## config.mk

```make
export PLATFORM = sky130hd
export DESIGN_NAME = acc_core_p
export DESIGN_NICKNAME = d
export VERILOG_FILES = /design/src/rtl/acc_core_p.sv
export SDC_FILE = /design/constraint.sdc
export NUM_CORES = 1
export LEC_CHECK = 0
export ABC_AREA = 1
export BUFFER_PORTS_ARGS = -buffer_cell sky130_fd_sc_hd__buf_2
export CAP_MARGIN = 20
export CORE_ASPECT_RATIO = 1.4
export CORE_UTILIZATION = 25
export DETAILED_ROUTE_END_ITERATION = 10
export SETUP_SLACK_MARGIN = 0.15
export SLEW_MARGIN = 20
export SYNTH_ARGS = -nofsm -noshare
export SYNTH_HDL_FRONTEND = slang
export SYNTH_SLANG_ARGS = --single-unit
export TNS_END_PERCENT = 10
```

## constraint.sdc

```tcl
create_clock -name main_clk -period 8.1 [get_ports main_clk]
set_input_delay 2.025 -clock main_clk [delete_from_list [all_inputs] [get_ports main_clk]]
set_output_delay 2.025 -clock main_clk [all_outputs]
set_load 0.05 [all_outputs]
```

## src/rtl/acc_core_p.sv

```systemverilog
`default_nettype none
// ============================================================================
//  Module   : acc_core_p
//  Purpose  : Parametrised accumulator core with programmable RF/IM,
//             sequential restoring divider, link-register call/return.
//  Revision : 1.0 - initial release
// ============================================================================
module acc_core_p #(
    parameter int DW = 8,
    parameter int AW = 4
) (
    input  logic            main_clk,
    input  logic            rst,
    input  logic            prog_we,
    input  logic [AW-1:0]   prog_addr,
    input  logic [3+AW:0]   prog_data,
    input  logic            rf_we,
    input  logic [AW-1:0]   rf_addr,
    input  logic [DW-1:0]   rf_data,
    input  logic            start,
    output logic            busy,
    output logic            halted,
    output logic [DW-1:0]   out,
    output logic [DW-1:0]   ext,
    output logic            cb
);

    localparam int NW = 1 << AW;
    localparam int CW = $clog2(DW + 1);

    localparam logic [3:0] c_op_misc = 4'h0;
    localparam logic [3:0] c_op_add  = 4'h1;
    localparam logic [3:0] c_op_rsub = 4'h2;
    localparam logic [3:0] c_op_mul  = 4'h3;
    localparam logic [3:0] c_op_div  = 4'h4;
    localparam logic [3:0] c_op_and  = 4'h5;
    localparam logic [3:0] c_op_xor  = 4'h6;
    localparam logic [3:0] c_op_cmp  = 4'h7;
    localparam logic [3:0] c_op_call = 4'h8;
    localparam logic [3:0] c_op_ld   = 4'h9;
    localparam logic [3:0] c_op_st   = 4'hA;
    localparam logic [3:0] c_op_ret  = 4'hB;
    localparam logic [3:0] c_op_jz   = 4'hC;
    localparam logic [3:0] c_op_jc   = 4'hD;
    localparam logic [3:0] c_op_or   = 4'hE;
    localparam logic [3:0] c_op_hlt  = 4'hF;

    localparam logic [AW-1:0] c_sub_shl = AW'(1);
    localparam logic [AW-1:0] c_sub_shr = AW'(2);
    localparam logic [AW-1:0] c_sub_ror = AW'(3);
    localparam logic [AW-1:0] c_sub_rol = AW'(4);
    localparam logic [AW-1:0] c_sub_asr = AW'(5);
    localparam logic [AW-1:0] c_sub_inc = AW'(6);
    localparam logic [AW-1:0] c_sub_dec = AW'(7);

    localparam logic [CW-1:0] c_div_last = CW'(DW);

    typedef enum logic [1:0] {
        S_IDLE = 2'd0,
        S_EXEC = 2'd1,
        S_DIV  = 2'd2,
        S_HALT = 2'd3
    } state_t;

    state_t          state_q, state_d;
    logic [AW-1:0]   pc_q, pc_d, lr_q, lr_d;
    logic [DW-1:0]   acc_q, acc_d, ext_q, ext_d, out_q, out_d;
    logic            cb_q, cb_d;
    logic [DW-1:0]   rem_q, rem_d, quo_q, quo_d, dvs_q, dvs_d;
    logic [CW-1:0]   cnt_q, cnt_d;

    // Storage has no reset: program and data survive rst.
    logic [DW-1:0]   rf_q [NW];
    logic [3+AW:0]   im_q [NW];

    logic            im_wr_en, rf_wr_en;
    logic [AW-1:0]   rf_wr_addr;
    logic [DW-1:0]   rf_wr_data;

    logic [3+AW:0]   instr;
    logic [3:0]      opcode;
    logic [AW-1:0]   operand;
    logic [DW-1:0]   r_val;
    logic [2*DW-1:0] prod;
    logic [DW-1:0]   rem_low;
    logic            rem_ge;

    assign instr   = im_q[pc_q];
    assign opcode  = instr[3+AW -: 4];
    assign operand = instr[AW-1:0];
    assign r_val   = rf_q[operand];
    assign prod    = {{DW{1'b0}}, acc_q} * {{DW{1'b0}}, r_val};

    // Shifted partial remainder is {rem_q[DW-1], rem_low}; a set top bit always exceeds the divisor.
    assign rem_low = {rem_q[DW-2:0], quo_q[DW-1]};
    assign rem_ge  = rem_q[DW-1] | (rem_low >= dvs_q);

    always_comb begin
        state_d    = state_q;
        pc_d       = pc_q;
        lr_d       = lr_q;
        acc_d      = acc_q;
        ext_d      = ext_q;
        cb_d       = cb_q;
        out_d      = out_q;
        rem_d      = rem_q;
        quo_d      = quo_q;
        dvs_d      = dvs_q;
        cnt_d      = cnt_q;
        im_wr_en   = 1'b0;
        rf_wr_en   = 1'b0;
        rf_wr_addr = rf_addr;
        rf_wr_data = rf_data;

        case (state_q)
            S_IDLE, S_HALT: begin
                im_wr_en = prog_we;
                rf_wr_en = rf_we;
                if (start) begin
                    state_d = S_EXEC;
                    pc_d    = '0;
                    acc_d   = '0;
                    ext_d   = '0;
                    cb_d    = 1'b0;
                    lr_d    = '0;
                end
            end
            S_EXEC: begin
                pc_d = pc_q + AW'(1);
                case (opcode)
                    c_op_misc: begin
                        case (operand)
                            c_sub_shl: acc_d = {acc_q[DW-2:0], 1'b0};
                            c_sub_shr: acc_d = {1'b0, acc_q[DW-1:1]};
                            c_sub_ror: acc_d = {acc_q[0], acc_q[DW-1:1]};
                            c_sub_rol: acc_d = {acc_q[DW-2:0], acc_q[DW-1]};
                            c_sub_asr: acc_d = {acc_q[DW-1], acc_q[DW-1:1]};
                            c_sub_inc: {cb_d, acc_d} = {1'b0, acc_q} + {{DW{1'b0}}, 1'b1};
                            c_sub_dec: begin
                                acc_d = acc_q - {{(DW-1){1'b0}}, 1'b1};
                                cb_d  = (acc_q == '0);
                            end
                            default: ;
                        endcase
                    end
                    c_op_add:  {cb_d, acc_d} = {1'b0, acc_q} + {1'b0, r_val};
                    c_op_rsub: begin
                        acc_d = r_val - acc_q;
                        cb_d  = (r_val < acc_q);
                    end
                    c_op_mul:  {ext_d, acc_d} = prod;
                    c_op_div: begin
                        state_d = S_DIV;
                        pc_d    = pc_q;
                        rem_d   = '0;
                        quo_d   = r_val;
                        dvs_d   = acc_q;
                        cnt_d   = '0;
                    end
                    c_op_and:  acc_d = acc_q & r_val;
                    c_op_xor:  acc_d = acc_q ^ r_val;
                    c_op_or:   acc_d = acc_q | r_val;
                    c_op_cmp:  cb_d  = (acc_q < r_val);
                    c_op_call: begin
                        lr_d = pc_q + AW'(1);
                        pc_d = operand;
                    end
                    c_op_ret:  pc_d  = lr_q;
                    c_op_ld:   acc_d = r_val;
                    c_op_st: begin
                        rf_wr_en   = 1'b1;
                        rf_wr_addr = operand;
                        rf_wr_data = acc_q;
                    end
                    c_op_jz:   if (acc_q == '0) pc_d = operand;
                    c_op_jc:   if (cb_q) pc_d = operand;
                    c_op_hlt:  if (operand == '1) state_d = S_HALT;
                    default: ;
                endcase
                if (opcode != c_op_div) out_d = acc_d;
            end
            S_DIV: begin
                if (cnt_q != c_div_last) begin
                    rem_d = rem_ge ? (rem_low - dvs_q) : rem_low;
                    quo_d = {quo_q[DW-2:0], rem_ge};
                    cnt_d = cnt_q + CW'(1);
                end else begin
                    // A zero divisor naturally yields quotient all ones and remainder = dividend.
                    acc_d   = quo_q;
                    ext_d   = rem_q;
                    cb_d    = (dvs_q == '0);
                    out_d   = quo_q;
                    pc_d    = pc_q + AW'(1);
                    state_d = S_EXEC;
                end
            end
            default: state_d = S_IDLE;
        endcase
    end

    always_ff @(posedge main_clk or posedge rst) begin
        if (rst) begin
            state_q <= S_IDLE;
            pc_q    <= '0;
            lr_q    <= '0;
            acc_q   <= '0;
            ext_q   <= '0;
            cb_q    <= 1'b0;
            out_q   <= '0;
            rem_q   <= '0;
            quo_q   <= '0;
            dvs_q   <= '0;
            cnt_q   <= '0;
        end else begin
            state_q <= state_d;
            pc_q    <= pc_d;
            lr_q    <= lr_d;
            acc_q   <= acc_d;
            ext_q   <= ext_d;
            cb_q    <= cb_d;
            out_q   <= out_d;
            rem_q   <= rem_d;
            quo_q   <= quo_d;
            dvs_q   <= dvs_d;
            cnt_q   <= cnt_d;
        end
    end

    always_ff @(posedge main_clk) begin
        if (im_wr_en) im_q[prog_addr] <= prog_data;
        if (rf_wr_en) rf_q[rf_wr_addr] <= rf_wr_data;
    end

    assign busy   = (state_q == S_EXEC) || (state_q == S_DIV);
    assign halted = (state_q == S_HALT);
    assign out    = out_q;
    assign ext    = ext_q;
    assign cb     = cb_q;

endmodule
`default_nettype wire

```

==> results_dict.tcl, run 1 <==
set metrics [dict create \
    clock_latency_ps 530 \
    seq_area_frac_synth_pct 48.9 \
    wire_per_inst_um 17.0 \
    worst_hold_path_type "reg -> reg" \
    dieArea_um2 76900 \
    syn_nets 2352 \
    final_nets 2389 \
    synthSimpleGateAreaFrac_pct 24.8 \
    drt_iter0_markers 1170 \
    max_stage_delay_ps 560 \
    grt_pass1_wl_um 85500 \
    drv_slew 0 \
    min_path_cells 2 \
    setup_viol 0 \
    cts_sinks 319 \
    synth-main-ff-cell "edfxtp_1" \
    portBuffers 47 \
    via_count 14900 \
    root_buffer "clkbuf_16" \
    synth_edf_count 256 \
    start_kind "register" \
    whs_endpoint "ext[3]" \
    synth-adder-area-share_pct 9.21 \
    status "finished, final reports clean" \
    worstPathRequired_ps 8510 \
    peakVddDrop_uv 173 \
    drive_gt1_share_pct 9.48 \
    worstPathArrival_ps 7590 \
    stdcell_count 3237 \
    synthMuxAreaShare_pct 0 \
    num_io_pins 48 \
    internal-power_mw 4.29 \
    p_sw_share_pct 49.4 \
    core.rowCount 119 \
    min-delay-start "ext[3]" \
    drc 0 \
    seq_power_share_pct 24.7 \
    drv_cap 0 \
    crit_path_top_delay_cell "fa_1" \
    cpMostUsedCell "nand2_1" \
    skew_ps 32.4 \
    syn_avg_cell_area_um2 8.58 \
    clock.fmax_ghz 0.139 \
    cts_buffers 34 \
    cellPowerDensity_nw_per_um2 398 \
    filler_cell_count 8042 \
    core_area_um2 75000 \
    grt_max_degree 64 \
    die_w_um 235 \
    post_cts_buffers 0 \
    synth_cells 2207 \
    fin_setup_tns_ps 0 \
    gp_congestion 0.958 \
    p_sw_mw 4.19 \
    cts_tree "done" \
    reg2reg_depth 32 \
    overflow 0 \
    worstSetupPathType "reg -> reg" \
    grt_pass1_vias 14700 \
    dp_cells 3176 \
    worstPathMaxFanout 38 \
    cts_resized 0 \
    synth_compound_area_share_pct 7.71 \
    endpoint_kind "register" \
    power_mw 8.48 \
    synth-xor-area-share_pct 1.25 \
    fin_crit_ps 7180 \
    worst_r2r_startpoint "pc_q[0]" \
    worstMarginPinSlew_ps 1080 \
    hpwl_um 39800 \
    area_growth_pct 12.3 \
    drtPass1Iterations 5 \
    async_reset_ff_share_pct 19.7 \
    leakage_nw 9.36 \
    p_clk_share_pct 18.3 \
    synth_area_um2 18900 \
    synth_top_family_by_area "simple AND/OR/NAND/NOR gates" \
    die_h_um 328 \
    reg2reg_slack_ps 920 \
    yosysWarnings 0 \
    fin_crit_sh_pct 88.6 \
    rsz0062_at_grt "no" \
    holdBufCountCts 0 \
    clk_pin_slew_ps 60 \
    wl_um 55100 \
    cts.path.max_buffers 3 \
    slew_headroom_pct 27.5 \
    cts.htree.levels 2 \
    ys_types 48 \
    comb_power_share_pct 56.9 \
    antenna_found_initial 0 \
    initial_core_util_pct 25.2 \
    finalHoldViolations 0 \
    postRouteAntennaNets 0 \
    via_per_inst 4.60 \
    r2r-end "ext[7]" \
    ys_seq_elements 319 \
    grt_use_total_pct 14.3 \
]
## synth_stat cells, types with 4 or more instances
library cell | instances | area share (%)
a21oi_1 | 71 | 1.9
a31oi_1 | 5 | 0.17
buf_2 | 18 | 0.48
buf_4 | 7 | 0.28
buf_6 | 15 | 0.89
clkbuf_1 | 37 | 0.73
dfrtp_1 | 63 | 8.3
edfxtp_1 | 256 | 41
fa_1 | 39 | 4.1
ha_1 | 77 | 5.1
inv_1 | 259 | 5.1
inv_2 | 23 | 0.46
nand2_1 | 664 | 13
nand2_2 | 10 | 0.33
nand2_4 | 7 | 0.42
nand3_1 | 145 | 3.8
nand3b_1 | 10 | 0.40
nand4_1 | 16 | 0.53
nor2_1 | 216 | 4.3
nor2_2 | 16 | 0.53
nor2_4 | 14 | 0.83
nor3_1 | 9 | 0.24
o211ai_1 | 9 | 0.36
o21a_1 | 4 | 0.16
o21ai_0 | 84 | 2.2
o21ai_1 | 65 | 1.7
o22ai_1 | 7 | 0.23
o31ai_1 | 7 | 0.28
or2_2 | 4 | 0.13
xnor2_1 | 6 | 0.28
xor2_1 | 21 | 0.97
## state kept, by name, indices dropped and copies added, names as in the netlist
signal / flops
acc_q: 8
lr_q: 4
pc_q: 4
rem_q: 8
cnt_q: 4
cb: 1
im_q: 128
quo_q: 8
rf_q: 128
dvs_q: 8
state_q: 2
ext: 8
out: 8
## critical path: cells and delay by family (launching register included)
family / cells / cell delay, ps
compound gates: 8 / 1180
fa+ha+maj: 5 / 2410
buf+inv: 6 / 1310
flops: 1 / 540
simple gates: 13 / 1580
## stage by stage
step           area, um2  hold slack [ps]  utilization [%]  setup slack [ps]
6_report           21300              477             28.4               922
5_1_grt            21300              513             28.4               360
4_1_cts            21300              485             28.4               947
3_5_place_dp       20200              468             26.9               976
3_3_place_gp       20200              466             26.9              1080
2_1_floorplan      18900              452                -              2360
## worst max-delay path by stage
stage                 start     end  slack, ps  cells after the start
global placement    pc_q[0]  ext[7]       1080                     33
detailed placement  pc_q[1]  ext[7]        980                     35
floorplan           pc_q[1]  ext[7]       2360                     34
finish              pc_q[0]  ext[7]        920                     32
global route        pc_q[0]  ext[7]        360                     34
CTS                 pc_q[1]  ext[7]        950                     35
## placed cells by master, fill, tap and decap left out, drive strengths merged, types with 3 or more instances in the layout
cell type	instances
edfxtp	256
a21oi	73
nand3	146
nand4	16
dfrtp	63
xor2	21
or2	5
buf	79
nor3	9
clkinv	16
ha	77
bufinv	3
inv	287
o21a	4
o211ai	9
xnor2	6
a31oi	5
fa	39
nand2	681
o22ai	7
o31ai	7
nor2	246
clkbuf	38
o21ai	149
nand3b	10
o2111ai	3
## power groups by stage
stage	logic, mW	clock network, mW	registers [mW]
global route	5.42	1.64	2.12
CTS	4.82	1.59	2.10
floorplan	3.46	0	2.16
global placement	4.77	0	2.13
finish	4.83	1.55	2.10
detailed placement	4.80	0	2.13
## per-layer routing
layer  global-route usage (%)  vias to the layer above  wire length [um]
li1                         -                     7241                 -
met1                     16.8                     7112             22000
met2                     26.3                      416             28500
met3                     1.43                      128              2300
met4                     6.46                        0              2210
met5                        0                        -                 0
## final cells by class
type                            count  area (um2)  area share (%)
Multi-Input combinational cell   1525        8160            38.3
Sequential cell                   319        9270            43.5
Antenna cell                        1        2.50          0.0118
Clock inverter                     22         206           0.970
Timing Repair Buffer               79         475            2.23
Tap cell                          968        1210            5.69
Clock buffer                       38         887            4.17
Inverter                          285        1070            5.03
## cells by family after synthesis
logic type / Yosys count
flops: 319
simple gates: 1115
fa+ha+maj: 116
compound gates: 267
xor+xnor: 27
buf+inv: 363
Note: power is estimated with default switching activity, not from simulation.
==> inputs of run 2 (changes only) <==
--- a/config.mk
+++ b/config.mk
@@ -10,2 +10,4 @@
 export CAP_MARGIN = 20
+export CELL_PAD_IN_SITES_DETAIL_PLACEMENT = 1
+export CELL_PAD_IN_SITES_GLOBAL_PLACEMENT = 2
 export CORE_ASPECT_RATIO = 1.4
@@ -13,2 +15,4 @@
 export DETAILED_ROUTE_END_ITERATION = 10
+export HOLD_SLACK_MARGIN = 0.06
+export PLACE_DENSITY_LB_ADDON = 0.1
 export SETUP_SLACK_MARGIN = 0.15
==> constraint.sdc (replaced) <==
create_clock -name main_clk -period 8.1 [get_ports main_clk]
set_input_delay 0.81 -clock main_clk [delete_from_list [all_inputs] [get_ports main_clk]]
set_output_delay 0.81 -clock main_clk [all_outputs]
set_load 0.05 [all_outputs]
==> results_dict.tcl, run 2 (same netlist as run 1, synthesis figures left out) <==
set metrics [dict create \
    fin_util_pct 28.6 \
    portBuffers 47 \
    worstPathArrival_ps 7740 \
    skew_ps 36.5 \
    worstPathMaxFanout 33 \
    initial_core_util_pct 25.2 \
    clk_pin_slew_ps 60 \
    worst_hold_path_type "in -> async" \
    power_mw 8.97 \
    dp_slack_ps 652 \
    finalHoldViolations 0 \
    grt_max_degree 77 \
    cts_tree "done" \
    cpMostUsedCell "nand2_1" \
    setup_viol 0 \
    final_nets 2397 \
    fin_crit_sh_pct 89.6 \
    status "finished, final reports clean" \
    start_kind "register" \
    wl_um 69400 \
    clock.fmax_ghz 0.138 \
    crit_path_top_delay_cell "fa_1" \
    worstSetupPathType "reg -> reg" \
    overflow 0 \
    gp_congestion 0.846 \
    dieArea_um2 76900 \
    grt_pass1_wl_um 104000 \
    wire_per_inst_um 21.4 \
    via_per_inst 4.58 \
    n_antenna_cell 0 \
    drv_cap 0 \
    worst_r2r_startpoint "pc_q[0]" \
    die_h_um 328 \
    peakVddDrop_uv 153 \
    endpoint_kind "register" \
    clock_latency_ps 590 \
    slew_headroom_pct 30.1 \
    via_count 14900 \
    drv_slew 0 \
    cts.path.max_buffers 3 \
    fin_crit_ps 7260 \
    grt_use_total_pct 18.2 \
    rsz0062_at_grt "no" \
    layout_common_cells "664 x nand2_1, 258 x inv_1, 256 x edfxtp_1" \
    core.rowCount 119 \
    grt_pass1_vias 15900 \
    antenna_found_initial 0 \
    max_stage_delay_ps 540 \
    final_common_cell "nand2_1" \
    num_io_pins 48 \
    largestRegisters "im_q x128, rf_q x128" \
    drtPass1Iterations 4 \
    cts_buffers 39 \
    area_growth_pct 13.4 \
    cts_sinks 319 \
    root_buffer "clkbuf_16" \
    worstPathRequired_ps 8580 \
    reg2reg_slack_ps 840 \
    die_w_um 235 \
    hpwl_um 51900 \
    setup_ws_ps 842 \
    core_area_um2 75000 \
    cts.htree.levels 2 \
    postRouteAntennaNets 0 \
    worstMarginPinSlew_ps 1050 \
    drc 0 \
    leakage_nw 9.44 \
    fin_setup_tns_ps 0 \
    stdcell_count 3248 \
    crit_start "pc_q[0]" \
    cellPowerDensity_nw_per_um2 418 \
    dp_cells 3178 \
    drive_gt1_share_pct 10.0 \
    drt_iter0_markers 663 \
    holdBufCountCts 0 \
]
==> run 2: repair_timing <==
| action | 4_1_cts | 5_1_grt |
|---|---|---|
| resized for setup | 0 | 1 |
| buffers inserted | 0 | 0 |
| endpoints found under the setup margin | 0 | 1 |
==> run 2: final timing paths <==
kind	depth (start not counted)	end
hold / removal	3	lr_q[2]
setup / recovery	35	ext[7]
setup reg to reg	35	ext[7]
min in group main_clk	2	ext[6]
hold reg to reg	2	ext[6]
max in group asynchronous	3	pc_q[1]
==> run 2: where the power goes <==
group / internal [mW] / switching (mW) / leakage (nW)
Combinational: 1.46 / 3.75 / 5.73
Clock: 0.937 / 0.744 / 0.583
Sequential: 1.96 / 0.122 / 3.13
Total: 4.36 / 4.61 / 9.44
==> run 2: metal layers <==
layer	global-route usage [%]	routed length, um	vias up
met5	0	0	-
met4	6.92	2450	0
met3	1.70	1170	90
met2	35.9	38200	138
met1	19.8	27600	7397
li1	-	-	7256
==> run 2: per-stage QoR <==
step | cell area [um2] | hold WS, ps
global route | 21500 | 497
detailed placement | 20300 | 461
floorplan | 18900 | 452
finish | 21500 | 471
CTS | 21500 | 478
global placement | 20200 | 458
==> run 2: cell type report <==
cell class              instances  area [um2]
fillers                      8841       53600
clock inverters                19         165
clock buffers                  50        1030
flip-flops and latches        319        9270
repair buffers                 82         556
inverters                     285        1070
well taps                     968        1210
multi-input cells            1525        8180
==> run 2: worst max-delay path: cells and delay by family (launching register included) <==
family,cells,cell delay [ps]
adders and majority gates,5,2390
and+or+nand+nor,16,1870
AOI/OAI and AO/OA,8,1180
DFF,1,430
buffers and inverters,6,1190
==> inputs of run 3 (changes only) <==
CTS_CLUSTER_SIZE = 24   (was default)
clock period = 6.5 ns   (was 8.1 ns; I/O delays follow)
==> results_dict.tcl, run 3 (same netlist as run 1, synthesis figures left out) <==
set metrics [dict create \
    hpwl_um 53500 \
    status "finished, final reports clean" \
    portBuffers 47 \
    grt_pass1_vias 16500 \
    cellPowerDensity_nw_per_um2 541 \
    drv_slew 0 \
    grt_pass1_wl_um 106000 \
    drive_gt1_share_pct 14.7 \
    skew_ps 39.8 \
    drc 0 \
    worstSetupPathType "reg -> reg" \
    drtPass1Iterations 4 \
    via_per_inst 4.55 \
    seq_power_share_pct 21.1 \
    worstPathArrival_ps 6580 \
    leakage_nw 9.96 \
    drt_iter0_markers 644 \
    initial_core_util_pct 25.2 \
    rsz0062_at_grt "yes" \
    cts_tree "done" \
    final_nets 2482 \
    grt_max_degree 64 \
    area_growth_pct 19.0 \
    setup_viol 0 \
    clk_pin_slew_ps 60 \
    die_h_um 328 \
    p_clk_share_pct 18.6 \
    p_sw_share_pct 49.4 \
    slew_headroom_pct 23.2 \
    internal-power_mw 6.16 \
    num_io_pins 48 \
    whs_ps 345 \
    die_w_um 235 \
    cts_buffers 40 \
    core.rowCount 119 \
    cpMostUsedCell "nand2_1" \
    max_stage_delay_ps 580 \
    peakVddDrop_uv 190 \
    worstPathMaxFanout 17 \
    cts.path.max_buffers 3 \
    core_area_um2 75000 \
    comb_power_share_pct 60.4 \
    endpoint_kind "register" \
    postRouteAntennaNets 0 \
    wl_um 70900 \
    start_kind "register" \
    worst_hold_path_type "in -> async" \
    via_count 15200 \
    root_buffer "clkbuf_16" \
    wire_per_inst_um 21.2 \
    power_mw 12.2 \
    worstPathRequired_ps 6970 \
    n_antenna_cell 0 \
    overflow 0 \
    worstMarginPinSlew_ps 1150 \
    layout_common_cells "659 x nand2_1, 257 x inv_1, 256 x edfxtp_1" \
    fin_crit_ps 6120 \
    cts_sinks 319 \
    antenna_found_initial 1 \
    gp_congestion 0.857 \
    cts.htree.levels 2 \
    largestRegisters "im_q x128, rf_q x128" \
    clock_latency_ps 600 \
    fin_crit_sh_pct 94.1 \
    drv_cap 0 \
    crit_path_top_delay_cell "fa_1" \
    finalHoldViolations 0 \
    dieArea_um2 76900 \
    final_common_cell "nand2_1" \
    p_sw_mw 6.03 \
    grt_use_total_pct 18.5 \
    clock.fmax_ghz 0.164 \
]
[run 3: cell count changes in the layout (fill, tap and decap cells not counted), sizes merged]
cell,change
clkbuf,+3
clkinvlp,+4
clkinv,-1
inv,-1
bufinv,+2
nand2,+1
buf,+80
[run 3: what timing repair did]
item | CTS | global route
buffers inserted | 1 | 11
gates resized for setup | 15 | 50
pin swaps | 1 | 16
cloned | 0 | 4
hold buffers | 0 | 0
endpoints found under the setup margin | 7 | 13
[run 3: power by group through the flow]
stage / clock, mW / combinational (mW) / sequential (mW)
after floorplan: 0 / 4.31 / 2.70
after global placement: 0 / 7.11 / 2.61
after detailed placement: 0 / 7.15 / 2.62
after CTS: 2.34 / 7.24 / 2.57
after global routing: 2.40 / 8.27 / 2.59
final: 2.26 / 7.36 / 2.57
[run 3: path summary, 6_finish.rpt]
path / slack (ps) / to / start / cells past startpoint
max reg2reg: 380 / ext[6] / pc_q[0] / 35
min: 350 / pc_q[2] / rst / 3
min reg2reg: 480 / ext[0] / ext[0] / 2
min in group main_clk: 450 / im_q[12][2] / prog_data[2] / 1
max: 380 / ext[6] / pc_q[0] / 35
max in group asynchronous: 5530 / pc_q[0] / rst / 3
[run 3: critical path: cells and delay by family, from the launching register on]
family,cells,cell delay [ps]
buf+inv,11,1130
simple gates,15,1460
fa+ha+maj,5,2390
flops,1,490
compound gates,4,510
[run 3: layer usage]
metal / global-route usage [%] / vias up / wire length, um
met5: 0 / - / 0
met4: 7.58 / 0 / 2890
met3: 1.88 / 113 / 1270
li1: - / 7433 / -
met1: 20.5 / 7470 / 28400
met2: 35.6 / 169 / 38300
[run 3: area by class of cell]
class                      instances  area (um2)
timing repair inverter             1        7.51
fill                            8831       52500
inverter                         285        1080
clock inverter                    22         260
clock buffer                      51        1050
timing repair buffer             164        1310
multi-input combinational       1526        8360
sequential                       319        9270
tap                              968        1210
[run 3: per-stage QoR]
stage               setup WS (ps)  std cells  utilization [%]  cell area [um2]  setup TNS [ps]
global route                -68.2       3336             30.0            22500            -136
global placement             24.8       3247             27.7            20800               0
detailed placement          -58.4       3247             27.7            20800           -96.4
CTS                           159       3321             29.6            22200               0
floorplan                     764       2207                -            18900               0
finish                        384       3336             30.0            22500               0
